<file path="config.mk">
export PLATFORM = sky130hd
export DESIGN_NAME = bram_param_loader
export DESIGN_NICKNAME = d
export VERILOG_FILES = /design/src/rtl/bram_param_loader.sv
export SDC_FILE = /design/constraint.sdc
export NUM_CORES = 1
export LEC_CHECK = 0
export BUFFER_PORTS_ARGS = -buffer_cell sky130_fd_sc_hd__buf_2
export CELL_PAD_IN_SITES_DETAIL_PLACEMENT = 1
export CELL_PAD_IN_SITES_GLOBAL_PLACEMENT = 2
export CORE_UTILIZATION = 34
export CTS_CLUSTER_DIAMETER = 60
export DETAILED_ROUTE_END_ITERATION = 8
export PLACE_DENSITY_LB_ADDON = 0.05
export SYNTH_ARGS = -nofsm -noshare
export SYNTH_HDL_FRONTEND = slang
export SYNTH_SLANG_ARGS = --single-unit
</file>
<file path="constraint.sdc">
create_clock -name clk -period 3.1 [get_ports clk]
set_input_delay 0.155 -clock clk [delete_from_list [all_inputs] [get_ports clk]]
set_output_delay 0.155 -clock clk [all_outputs]
set_load 0.02 [all_outputs]
</file>
<file path="src/rtl/bram_param_loader.sv">
// bram_param_loader
// Loads COUNT consecutive W-bit words from an external single-port BRAM,
// starting at a runtime base address, into a flat output vector. Word i
// lands in data_out[i*W +: W]. The BRAM read port is driven from registers
// so the loader can sit behind an arbiter shared with other clients.
//
// Capture timing is tracked by a READ_LATENCY-deep valid shift register
// that is loaded alongside every issued address, so the design adapts to
// any BRAM read latency without counter offset arithmetic.
//
// Optional feature: define LOADER_CHECKSUM_EN to add a checksum output
// holding the unsigned sum of all words captured by the current load.
module bram_param_loader #(
    parameter int W            = 8,
    parameter int COUNT        = 8,
    parameter int ADDR_WIDTH   = 18,
    parameter int READ_LATENCY = 2
) (
    input  logic                  clk,
    input  logic                  rst,
    input  logic                  start,
    input  logic [ADDR_WIDTH-1:0] base_addr,
    output logic                  busy,
    output logic                  done,
    output logic [COUNT*W-1:0]    data_out,
    output logic                  mem_en,
    output logic                  mem_ren,
    output logic [ADDR_WIDTH-1:0] mem_addr,
    input  logic [W-1:0]          mem_dout
`ifdef LOADER_CHECKSUM_EN
    ,
    output logic [W+$clog2(COUNT):0] checksum
`endif
);

    // Counters must be able to hold the value COUNT itself.
    localparam int            CW   = $clog2(COUNT + 1);
    localparam logic [CW-1:0] LAST = CW'(COUNT - 1);
    localparam logic [CW-1:0] FULL = CW'(COUNT);

    typedef enum logic [1:0] {
        S_IDLE  = 2'd0,
        S_ISSUE = 2'd1,
        S_DRAIN = 2'd2,
        S_DONE  = 2'd3
    } state_t;

    state_t                  state_q;
    logic                    busy_q;
    logic                    done_q;
    logic [COUNT*W-1:0]      data_q;
    logic                    en_q;
    logic                    ren_q;
    logic [ADDR_WIDTH-1:0]   addr_q;
    logic [CW-1:0]           issue_cnt_q;
    logic [CW-1:0]           wptr_q;
    logic [READ_LATENCY-1:0] vld_q;

    logic                    ren_d;
    logic [READ_LATENCY-1:0] vld_d;
    logic                    capture;

`ifdef LOADER_CHECKSUM_EN
    localparam int SW = W + $clog2(COUNT) + 1;
    logic [SW-1:0] cks_q;
`endif

    // Next value of the read enable: an address is issued in the cycle after
    // an accepted start and in every ISSUE cycle until the last one is out.
    always_comb begin
        ren_d = 1'b0;
        case (state_q)
            S_IDLE, S_DONE: ren_d = start;
            S_ISSUE:        ren_d = (issue_cnt_q != LAST);
            default:        ren_d = 1'b0;
        endcase
    end

    // Valid pipeline advances every cycle; its tail marks the edge on which
    // mem_dout carries the word for an address issued READ_LATENCY cycles ago.
    always_comb begin
        vld_d   = (vld_q << 1) | READ_LATENCY'(ren_d);
        capture = vld_q[READ_LATENCY-1] &&
                  ((state_q == S_ISSUE) || (state_q == S_DRAIN));
    end

    // Main control FSM with registered outputs, capture path included.
    always_ff @(posedge clk) begin
        if (rst) begin
            state_q     <= S_IDLE;
            busy_q      <= 1'b0;
            done_q      <= 1'b0;
            data_q      <= '0;
            en_q        <= 1'b0;
            ren_q       <= 1'b0;
            addr_q      <= '0;
            issue_cnt_q <= '0;
            wptr_q      <= '0;
            vld_q       <= '0;
`ifdef LOADER_CHECKSUM_EN
            cks_q       <= '0;
`endif
        end else begin
            vld_q <= vld_d;
            ren_q <= ren_d;

            // Only the addressed slot is written; other slots keep old data.
            if (capture) begin
                for (int i = 0; i < COUNT; i++) begin
                    if (wptr_q == CW'(i)) begin
                        data_q[i*W +: W] <= mem_dout;
                    end
                end
                wptr_q <= wptr_q + CW'(1);
`ifdef LOADER_CHECKSUM_EN
                cks_q  <= cks_q + SW'(mem_dout);
`endif
            end

            case (state_q)
                S_IDLE, S_DONE: begin
                    if (start) begin
                        state_q     <= S_ISSUE;
                        busy_q      <= 1'b1;
                        done_q      <= 1'b0;
                        en_q        <= 1'b1;
                        addr_q      <= base_addr;
                        issue_cnt_q <= '0;
                        wptr_q      <= '0;
`ifdef LOADER_CHECKSUM_EN
                        cks_q       <= '0;
`endif
                    end
                end
                S_ISSUE: begin
                    if (issue_cnt_q == LAST) begin
                        state_q <= S_DRAIN;
                    end else begin
                        addr_q      <= addr_q + ADDR_WIDTH'(1);
                        issue_cnt_q <= issue_cnt_q + CW'(1);
                    end
                end
                S_DRAIN: begin
                    if (wptr_q == FULL) begin
                        en_q    <= 1'b0;
                        busy_q  <= 1'b0;
                        done_q  <= 1'b1;
                        state_q <= S_DONE;
                    end
                end
                default: state_q <= S_IDLE;
            endcase
        end
    end

    assign busy     = busy_q;
    assign done     = done_q;
    assign data_out = data_q;
    assign mem_en   = en_q;
    assign mem_ren  = ren_q;
    assign mem_addr = addr_q;
`ifdef LOADER_CHECKSUM_EN
    assign checksum = cks_q;
`endif

endmodule

</file>
Word level (Yosys, flattened, before mapping)
Cells that the tools add are included.
Storage, ports and cells
  register bits after elaboration: 97
Operators by class
  reductions and logical operators: 18
  bitwise logic cells: 1
  $add $sub $neg: 3
  equality and inequality tests: 17
  muxes and demuxes: 20
Operator list (count)
  $mux W18: 2
  $pmux W18 S2: 1
  $eq A4 B3 Y1 const B: 5
  $mux W4: 5
  $add A18 B1 Y18 const B: 1
  $reduce_and A2 Y1: 8
  $reduce_and A3 Y1: 3
  $add A4 B1 Y4 const B: 2
  $eq A4 B2 Y1 const B: 2
  $pmux W4 S2: 1
  $mux W2: 3
  $pmux W1 S2: 3
  $pmux W2 S3: 1
  $eq A2 B2 Y1 const B: 2
  $eq A4 B1 Y1 const B: 1
  $eq A4 B4 Y1 const B: 1
  $logic_not A4 Y1: 1
  $mux W1: 4
  $ne A2 B1 Y1 const B: 2
  $ne A2 B2 Y1 const B: 2
  $ne A4 B3 Y1 const B: 1
  $reduce_bool A2 Y1: 2
  $eq A2 B1 Y1 const B: 1
  $logic_not A2 Y1: 1
  4 further kinds: 4

Logic depth before layout (Yosys ltp)
Gate-level depths: netlist (run 1).
  word-level depth: 6
  mapped depth: 8
  depth with buffers taken out: 6

Worst setup path after synthesis (run 1)
OpenSTA, ideal clock, no wires.
  path kind: register -> register
  start point: register state_q[0]
  end point: register en_q (netlist: mem_en)
  required time: 2.972 ns
  stages on the path, launching flop included: 8
  slack: 1.380 ns
  path buffers: 1
  data arrival time: 1.593 ns
  path through: dfxtp_1 -> inv_1 -> ha_1 -> nor2b_1 -> clkbuf_1 -> or3b_1 -> a21oi_1 -> nor2_1
Between the ends
  cells in the longest elaborated chain, start to end: 4
  elaborated cells between the ends (all ways): 9
  those cells by class: 4 x eq/ne; 1 x mux; 4 x reduce/logical
RTL lines
  start, declared: line 48  | state_t state_q;
  start signal, assigned: line 90  | state_q <= S_IDLE;
  start signal, assigned: line 123  | state_q <= S_ISSUE;
  start signal, assigned: line 137  | state_q <= S_DRAIN;
  $eq A2 B2 Y1 / $logic_not A2 Y1 (equally long branches): line 120  | case (state_q)
  $reduce_or A2 Y1: line 120
  $ne A2 B2 Y1 (no line) / $reduce_bool A2 Y1 (equally long branches)
  $reduce_and A3 Y1 (no line)
  end signal, assigned: line 94  | en_q <= 1'b0;
  end signal, assigned: line 126  | en_q <= 1'b1;
  end signal, assigned: line 145  | en_q <= 1'b0;
  end, declared: line 52  | logic en_q;
Several ways; a longest one is shown, not always the timed one.
A chain may end at the register's enable or synchronous reset.

Worst setup path after layout (run 1)
  start point: register state_q[0]
  end point: register addr_q[15] (netlist: mem_addr[15])
Between the ends
  cells in the longest elaborated chain, start to end: 4
  elaborated cells between the ends (all ways): 9
  those cells by class: 4 x eq/ne; 1 x mux; 4 x reduce/logical
RTL lines
  $eq A2 B2 Y1 / $logic_not A2 Y1 (equally long branches): line 120
  $reduce_or A2 Y1: line 120
  $ne A2 B2 Y1 (no line) / $reduce_bool A2 Y1 (equally long branches)
  $reduce_and A3 Y1 (no line)
  end signal, assigned: line 127  | addr_q <= base_addr;
  end signal, assigned: line 139  | addr_q <= addr_q + ADDR_WIDTH'(1);
  end, declared: line 54  | logic [ADDR_WIDTH-1:0] addr_q;
Several ways; a longest one is shown, not always the timed one.

==> impl_metrics.py, run 1 <==
metrics = {
    "timing": {
        "setup_violations": 0,
        "period_share_pct": 79.1,
        "worst_pin_slew_ps": 825,
        "max_slew_margin_pct": 45.0,
        "fin_tns_setup_ps": 0,
        "fmax_mhz": 408,
        "fin_skew_ps": 7.48,
        "period_needed_ps": 2450,
        "final_hold_viol_count": 0,
        "slew_viol_final": 0,
        "rsz0062_at_grt": "false",
    },
    "route": {
        "drtPass1Iterations": 4,
        "antenna_left": 0,
        "vias": 3666,
        "routed_wl_um": 12200,
        "drc": 0,
        "drtIter0Drc": 145,
        "routed_via_density": 5.00,
        "wl_per_cell_um": 16.6,
    },
    "cts": {
        "post_cts_buffers": 0,
        "cts_sinks": 96,
        "cts.clk_slew.worst_paths_ps": 80,
        "cts_tree": "built",
        "insertion_delay_ps": 350,
        "cts_htree_levels": 3,
        "numCtsBuffers": 9,
        "post_cts_resized": 0,
        "cts_hold_buf": 0,
        "clk_path_buf_depth": 2,
        "cts_root_buf": "clkbuf_16",
    },
    "place": {
        "place.gp.congestion": 0.779,
        "post-dp-hpwl_um": 8580,
        "place.port_buffers": 114,
    },
    "worst_setup_path": {
        "max_stage_delay_ps": 560,
        "worstPathMaxFanout": 16,
        "end_kind": "flip-flop",
        "cp-start-kind": "flip-flop",
        "cp.required_ps": 3340,
        "path_class": "flip-flop to flip-flop",
        "path_cells": "inv_1, ha_1, mux2_4, nand2_1, nor2_1, a221o_1",
        "worst_path_max_delay_cell": "ha_1",
        "arrival_ps": 2690,
    },
    "die": {
        "io_pins": 115,
        "initial_utilization_pct": 35.3,
        "die_w_um": 114,
        "rows": 40,
        "die-height_um": 114,
        "die-area_um2": 13100,
        "coreArea_um2": 12200,
    },
    "final_layout": {
        "area_growth_pct": 22.8,
        "drive_gt1_share_pct": 26.5,
        "nNetsFinal": 597,
        "multi_input_area_um2": 2160,
        "fin_util_pct": 43.4,
        "register_area_um2": 1920,
        "nFillCells": 1446,
        "antenna_cells_inserted": 0,
    },
    "global_routing": {
        "grt-ovfl-total": 0,
        "grt_max_degree": 58,
        "grt_pass1_wl_um": 20200,
        "grt_usage_pct": 19.9,
        "grt_pass1_vias": 3909,
        "antenna_found_initial": 0,
    },
    "synth": {
        "yosysTopAreaCellShare_pct": 44.7,
        "syn_area_per_cell_um2": 9.22,
        "synth_area_leaders": "dfxtp_1, mux2i_1, nor2_1",
        "yosysTopAreaCell": "dfxtp_1",
        "ys_top_cells_by_count": "dfxtp_1, nor2_1, mux2i_1",
        "synthMostInstantiatedCell": "dfxtp_1",
        "ys_ff_latch": 96,
        "syn_inst": 466,
        "ys_warn_count": 0,
        "yosysSeqAreaShare_pct": 44.7,
        "syn_nets": 503,
        "synth-async-reset-ratio_pct": 0,
        "synthFlopType": "dfxtp_1",
        "ys_types": 56,
        "syn-cell-area_um2": 4300,
        "synth_edf_count": 0,
    },
    "run": {
        "max_cap_viol_count": 0,
    },
    "outcome": {
        "outcome": "finished, final reports clean",
    },
    "power": {
        "leakagePower_uw": 0.00246,
        "powerDensity_nw_per_um2": 717,
        "irDropWorstVdd_uv": 288,
        "power_uw": 3780,
    },
    "hold_path": {
        "hold_path.class": "primary input to flip-flop",
    },
}
## placed cells by master (no fill, tap or decap), types with 3 or more instances in the layout
| cell type | n |
|---|---|
| a31oi_1 | 3 |
| inv_1 | 9 |
| a211oi_1 | 4 |
| inv_6 | 4 |
| clkbuf_16 | 9 |
| nand3b_1 | 7 |
| buf_2 | 114 |
| nor4_1 | 5 |
| a21oi_1 | 20 |
| nor2_1 | 83 |
| o21ai_1 | 4 |
| nor3_1 | 6 |
| ha_1 | 8 |
| nor2b_1 | 6 |
| dfxtp_1 | 96 |
| mux2i_1 | 66 |
| nor3b_1 | 4 |
| buf_4 | 6 |
| nand2_1 | 23 |
| nand3_1 | 10 |
| a21o_1 | 3 |
| o21ai_0 | 10 |
| and3_1 | 9 |
| a31o_2 | 3 |
| a32o_1 | 3 |
| nand4_1 | 3 |
| xor2_1 | 4 |
| o32ai_1 | 3 |
## cell families after synthesis
| kind of cell | Yosys count | synth area share, % |
|---|---|---|
| buf+inv | 47 | 4.92 |
| xor+xnor | 5 | 1.02 |
| compound gates | 72 | 11.5 |
| flops | 96 | 44.7 |
| fa+ha+maj | 8 | 2.33 |
| simple gates | 171 | 19.8 |
| mux | 67 | 15.7 |
## layer usage
layer  share of wire [%]  GRT usage [%]  vias to the layer above
met3                 5.0           4.55                       11
met1                  45           23.9                     1756
met2                  48           34.5                       78
li1                    -              -                     1821
met4                 1.4           7.36                        0
met5                   0              0                        -
## metrics by stage
stage	std cells	hold WS [ps]	instance area [um2]	worst slack, ps
after CTS	733	102	5280	640
after global routing	733	138	5280	462
final	733	115	5280	647
after detailed placement	717	468	4960	645
after global placement	717	457	4960	750
after floorplan	466	339	4300	1380
## critical path: cells and delay by family, from the launching register on
| kind | cells | cell delay [ps] |
|---|---|---|
| buffers and inverters | 1 | 70 |
| adders and majority gates | 1 | 560 |
| and+or+nand+nor | 2 | 590 |
| AOI/OAI and AO/OA | 1 | 380 |
| muxes | 1 | 380 |
| DFF | 1 | 360 |
## path summary, 6_finish.rpt
kind	start	end	slack, ps	cells past startpoint
worst max-delay path	state_q[0]$_SDFFE_PP0P_	mem_addr[15]$_SDFFE_PP0P_	650	6
worst min register to register	vld_q[0]$_SDFF_PP0_	vld_q[1]$_SDFF_PP0_	470	1
worst min-delay path	base_addr[0]	mem_addr[0]$_SDFFE_PP0P_	110	3
worst max register to register	state_q[0]$_SDFFE_PP0P_	mem_addr[15]$_SDFFE_PP0P_	650	6
## power breakdown
group	switching (uW)	total (uW)	internal (uW)
Clock	530	1180	645
Combinational	674	1070	401
Sequential	171	1530	1360
## sequential cells by signal, summed over array words and instances, names as in the netlist
signal / cells
mem_addr: 18
issue_cnt_q: 4
data_out: 64
state_q: 2
vld_q: 2
mem_en: 1
done: 1
wptr_q: 4
## cell type report
| type | instances | area share (%) |
|---|---|---|
| inverters | 9 | 0.640 |
| well taps | 168 | 3.98 |
| clock buffers | 9 | 4.27 |
| clock inverters | 7 | 1.61 |
| multi-input cells | 323 | 41.0 |
| flip-flops and latches | 96 | 36.4 |
| repair buffers | 121 | 12.0 |
Power figures use the tool's default switching activity.
==> inputs of run 2 (changes only) <==
Settings changed: CORE_UTILIZATION 34 to 31.
Clock period 3.1 ns to 2.6 ns, I/O delays scaled along.
==> run 2 against run 1 <==
Hold slack worse by 20 ps. Via count up 1.1%. Sequential power up 20%. Combinational power up 24%. Largest power group unchanged.
==> impl_metrics.py, run 2 (synthesis results as in run 1) <==
metrics = {
    "power": {
        "seq_power_share_pct": 40.5,
        "switchingPower_uw": 1640,
        "powerDensity_nw_per_um2": 853,
        "irDropWorstVdd_uv": 292,
        "power_uw": 4520,
        "pwr-share-clk_pct": 30.2,
        "switching_share_pct": 36.4,
        "combPwrFrac_pct": 29.3,
        "internal-power_uw": 2870,
        "leakagePower_uw": 0.00246,
    },
    "global_routing": {
        "grt_max_degree": 52,
        "grt_pass1_vias": 3677,
        "grt_pass1_wl_um": 20300,
        "grt_usage_pct": 18.2,
        "grt-ovfl-total": 0,
        "antenna_found_initial": 0,
    },
    "hold_path": {
        "hp-start": "base_addr[0]",
        "min_to": "mem_addr[0]$_SDFFE_PP0P_",
        "hold_path.class": "primary input to flip-flop",
        "hold_depth": 3,
    },
    "final_layout": {
        "layout_commonest_cell": "buf_2",
        "final_cell_mix": "buf_2, dfxtp_1, nor2_1, mux2i_1, nand2_1",
        "largest_register_ffs": 64,
        "antenna_cells_inserted": 0,
        "nNetsFinal": 601,
        "drive_gt1_share_pct": 27.2,
        "area_growth_pct": 23.4,
        "nFillCells": 1613,
        "stdcell_count": 745,
        "fin_util_pct": 39.6,
    },
    "cts": {
        "post_cts_resized": 0,
        "cts_tree": "built",
        "cts_sinks": 96,
        "clk_path_buf_depth": 2,
        "numCtsBuffers": 9,
        "cts.clk_slew.worst_paths_ps": 70,
        "cts_hold_buf": 0,
        "insertion_delay_ps": 350,
        "post_cts_buffers": 0,
        "cts_htree_levels": 3,
        "cts_root_buf": "clkbuf_16",
    },
    "die": {
        "io_pins": 115,
        "die-height_um": 120,
        "die-area_um2": 14300,
        "initial_utilization_pct": 32.1,
        "coreArea_um2": 13400,
        "rows": 42,
        "die_w_um": 120,
    },
    "worst_setup_path": {
        "r2r_cells": 6,
        "worstPathMaxFanout": 16,
        "r2r_slack_ps": 400,
        "cp-start-kind": "flip-flop",
        "end_kind": "flip-flop",
        "cp.required_ps": 2830,
        "arrival_ps": 2430,
        "r2r_end": "mem_addr[15]$_SDFFE_PP0P_",
        "worstReg2RegStart": "state_q[0]$_SDFFE_PP0P_",
        "path_class": "flip-flop to flip-flop",
    },
    "timing": {
        "whs_ps": 94.6,
        "setup_violations": 0,
        "fin_skew_ps": 10.6,
        "rsz0062_at_grt": "false",
        "worst_pin_slew_ps": 614,
        "fin_tns_setup_ps": 0,
        "period_share_pct": 84.7,
        "max_slew_margin_pct": 59.0,
        "slew_viol_final": 0,
        "fmax_mhz": 454,
        "period_needed_ps": 2200,
        "final_hold_viol_count": 0,
    },
    "place": {
        "dp.cells": 729,
        "post-dp-hpwl_um": 9020,
        "place.port_buffers": 114,
        "place.gp.congestion": 0.715,
    },
    "route": {
        "wl_per_cell_um": 16.9,
        "antenna_left": 0,
        "drtPass1Iterations": 4,
        "drtIter0Drc": 230,
        "routed_via_density": 4.97,
        "vias": 3706,
        "routed_wl_um": 12600,
        "drc": 0,
    },
    "outcome": {
        "outcome": "finished, final reports clean",
    },
    "run": {
        "max_cap_viol_count": 0,
    },
}
## run 2: cell types whose count changed in the layout (fill, tap and decap cells not counted)
cell,previous run,this run
clkinv_2,0,1
inv_6,4,1
clkinvlp_4,0,3
nor3b_2,0,1
buf_12,1,0
nor3b_1,4,3
clkinv_4,1,0
buf_4,6,11
## run 2: worst max-delay path: stages (launching register included)
cell and delay, ps:
dfxtp_1 340, inv_1 60, ha_1 590, mux2_4 380, nand2_1 210, nor2_1 130, a221o_1 370
## run 2: through the flow
step	area, um2	setup WS, ps
2_1_floorplan	4300	880
3_3_place_gp	5000	490
3_5_place_dp	5000	418
4_1_cts	5300	391
5_1_grt	5300	227
6_report	5300	397
## run 2: routing by layer
layer / global-route usage, % / vias up / share of wire (%)
met5: 0 / - / 0
met4: 6.80 / 0 / 1.3
met3: 3.99 / 11 / 4.9
met2: 30.1 / 84 / 47
met1: 23.2 / 1786 / 46
li1: - / 1825 / -
## run 2: power by group through the flow
stage	combinational, uW	sequential (uW)	clock [uW]
global route	1470	1860	1480
detailed placement	1340	1860	0
CTS	1350	1830	1410
finish	1330	1830	1360
global placement	1320	1860	0
floorplan	853	1950	0
## run 2: how the worst max path moves through the flow
stage,start,to,depth (start not counted)
final,state_q[0]$_SDFFE_PP0P_,mem_addr[15]$_SDFFE_PP0P_,6
after global routing,state_q[0]$_SDFFE_PP0P_,mem_addr[15]$_SDFFE_PP0P_,6
after CTS,state_q[0]$_SDFFE_PP0P_,mem_addr[15]$_SDFFE_PP0P_,6
after detailed placement,state_q[0]$_SDFFE_PP0P_,mem_addr[15]$_SDFFE_PP0P_,6
after global placement,state_q[0]$_SDFFE_PP0P_,mem_addr[15]$_SDFFE_PP0P_,6
after floorplan,state_q[0]$_SDFFE_PP0P_,mem_en$_SDFFE_PP0P_,7
## run 2: final cells by class
type	count	area [um2]	area share (%)
clock buffers	9	225	4.25
clock inverters	7	77.6	1.46
inverters	9	33.8	0.637
multi-input cells	323	2170	40.9
flip-flops and latches	96	1920	36.3
well taps	176	220	4.15
repair buffers	125	653	12.3
==> inputs of run 3 (changes only) <==
Settings changed: CORE_UTILIZATION 31 to 28.
Clock period 2.6 ns to 1.77 ns, I/O delays scaled along.
==> run 3 against run 2 <==
Maximum frequency is 30% higher. Utilization fell by 1.3 points. Global-route usage down 0.65 points.
==> impl_metrics.py, run 3 (synthesis results as in run 1) <==
metrics = {
    "place": {
        "pre_cts_slack_ps": -51.8,
        "place.port_buffers": 114,
        "place.gp.congestion": 0.772,
        "place_area_um2": 5230,
        "post-dp-hpwl_um": 9570,
    },
    "worst_setup_path": {
        "end_kind": "flip-flop",
        "path_cells": "inv_1, ha_4, mux2_4, nand2_4, nor2_1, buf_4, a32o_1",
        "worstPathMaxFanout": 8,
        "cp.required_ps": 2010,
        "r2r_cells": 7,
        "max_stage_delay_ps": 360,
        "path_class": "flip-flop to flip-flop",
        "worstReg2RegStart": "state_q[0]$_SDFFE_PP0P_",
        "cp-startpoint": "state_q[0]$_SDFFE_PP0P_",
        "cp-start-kind": "flip-flop",
        "worst_path_max_delay_cell": "mux2_4",
        "arrival_ps": 1940,
    },
    "route": {
        "drtIter0Drc": 181,
        "vias": 3791,
        "drc": 0,
        "routed_wl_um": 13400,
        "drtPass1Iterations": 4,
        "routed_via_density": 4.87,
        "antenna_left": 0,
        "wl_per_cell_um": 17.2,
    },
    "cts": {
        "cts_hold_buf": 0,
        "cts_htree_levels": 3,
        "cts_sinks": 96,
        "insertion_delay_ps": 350,
        "cts.clk_slew.worst_paths_ps": 70,
        "cts_root_buf": "clkbuf_16",
        "clk_path_buf_depth": 2,
        "numCtsBuffers": 9,
        "cts_tree": "built",
    },
    "final_layout": {
        "layout_commonest_cell": "buf_2",
        "fin_util_pct": 38.2,
        "fin_area_um2": 5640,
        "drive_gt1_share_pct": 32.4,
        "nNetsFinal": 627,
        "antenna_cells_inserted": 0,
        "multi_input_area_um2": 2260,
        "register_area_um2": 1930,
        "nFillCells": 1772,
        "largest_register_ffs": 64,
        "area_growth_pct": 31.2,
        "final_cell_mix": "buf_2, dfxtp_1, nor2_1, mux2i_1, buf_4",
    },
    "die": {
        "coreArea_um2": 14800,
        "die_w_um": 126,
        "die-area_um2": 15800,
        "io_pins": 115,
        "rows": 44,
        "initial_utilization_pct": 29.1,
        "die-height_um": 126,
    },
    "power": {
        "combPwrFrac_pct": 35.0,
        "switchingPower_uw": 2540,
        "irDropWorstVdd_uv": 473,
        "leakagePower_uw": 0.00262,
        "powerDensity_nw_per_um2": 1260,
        "seq_power_share_pct": 37.0,
        "internal-power_uw": 4590,
        "switching_share_pct": 35.6,
        "pwr-share-clk_pct": 28.0,
    },
    "timing": {
        "worst_pin_slew_ps": 477,
        "worst_slack_ps": 70.2,
        "max_slew_margin_pct": 67.9,
        "period_needed_ps": 1700,
        "setup_violations": 0,
        "fmax_mhz": 588,
        "fin_skew_ps": 5.61,
        "fin_tns_setup_ps": 0,
        "slew_viol_final": 0,
        "final_hold_viol_count": 0,
        "period_share_pct": 96.0,
    },
    "global_routing": {
        "grt_pass1_vias": 4046,
        "use_met3_pct": 5.23,
        "antenna_found_initial": 0,
        "met1_usage_pct": 20.5,
        "grt.met2_usage_pct": 29.5,
        "grt_usage_pct": 17.6,
        "grt_pass1_wl_um": 21500,
        "grt-ovfl-total": 0,
        "grt_max_degree": 47,
        "top_usage_layer": "met2",
    },
    "hold_path": {
        "hp-start": "base_addr[0]",
        "hold_path.class": "primary input to flip-flop",
        "hold_depth": 3,
    },
    "outcome": {
        "outcome": "finished, final reports clean",
    },
    "run": {
        "max_cap_viol_count": 0,
    },
}
[run 3: changes by cell type in the layout (fill, tap and decap cells not counted), moves of 2 or more]
cell      change
nand2_1       -2
nor4_2        +2
nor3b_2       +2
buf_4        +20
clkbuf_1      +2
dfxtp_1       -3
nor3b_1       -2
nor4_1        -3
ha_1          -2
buf_12        +3
ha_4          +2
dfxtp_2       +3
[run 3: final timing paths]
check | to | slack [ps]
max | mem_addr[9]$_SDFFE_PP0P_ | 70
min | mem_addr[0]$_SDFFE_PP0P_ | 50
max reg2reg | mem_addr[9]$_SDFFE_PP0P_ | 70
min reg2reg | vld_q[1]$_SDFF_PP0_ | 470
[run 3: stage by stage]
stage	hold WS (ps)	total power, uW	std cells
after floorplan	272	4120	466
after global placement	403	4950	761
after detailed placement	414	4990	761
after CTS	39.0	7110	778
after global routing	66.7	7550	779
final	49.0	7130	779
[run 3: cell type report]
cell class,count,area share [%]
well taps,184,4.08
clock inverters,4,0.954
flip-flops and latches,96,34.2
multi-input cells,324,40.1
repair buffers,150,15.8
clock buffers,12,4.37
inverters,9,0.599
[run 3: power by group through the flow]
stage / sequential [uW] / combinational (uW) / clock, uW
finish: 2630 / 2500 / 2000
global route: 2670 / 2720 / 2160
CTS: 2620 / 2410 / 2070
detailed placement: 2670 / 2330 / 0
global placement: 2650 / 2290 / 0
floorplan: 2870 / 1250 / 0
[run 3: repair_timing]
item | 4_1_cts | 5_1_grt
gates resized for setup | 3 | 19
cloned | 1 | 0
endpoints found under the hold margin | 0 | 0
setup buffers | 0 | 1
pin swaps | 0 | 6
endpoints found under the setup margin | 28 | 35
[run 3: worst max-delay path: cells and delay by family (launching register included)]
family                     cells  cell delay (ps)
AOI/OAI and AO/OA              1              210
adders and majority gates      1              300
buffers and inverters          2              240
DFF                            1              330
muxes                          1              360
and+or+nand+nor                2              170
[run 3: per-layer routing]
layer / wire [um] / up-vias
li1: - / 1876
met1: 5810 / 1805
met2: 6480 / 89
met3: 784 / 21
met4: 328 / 0
met5: 0 / -
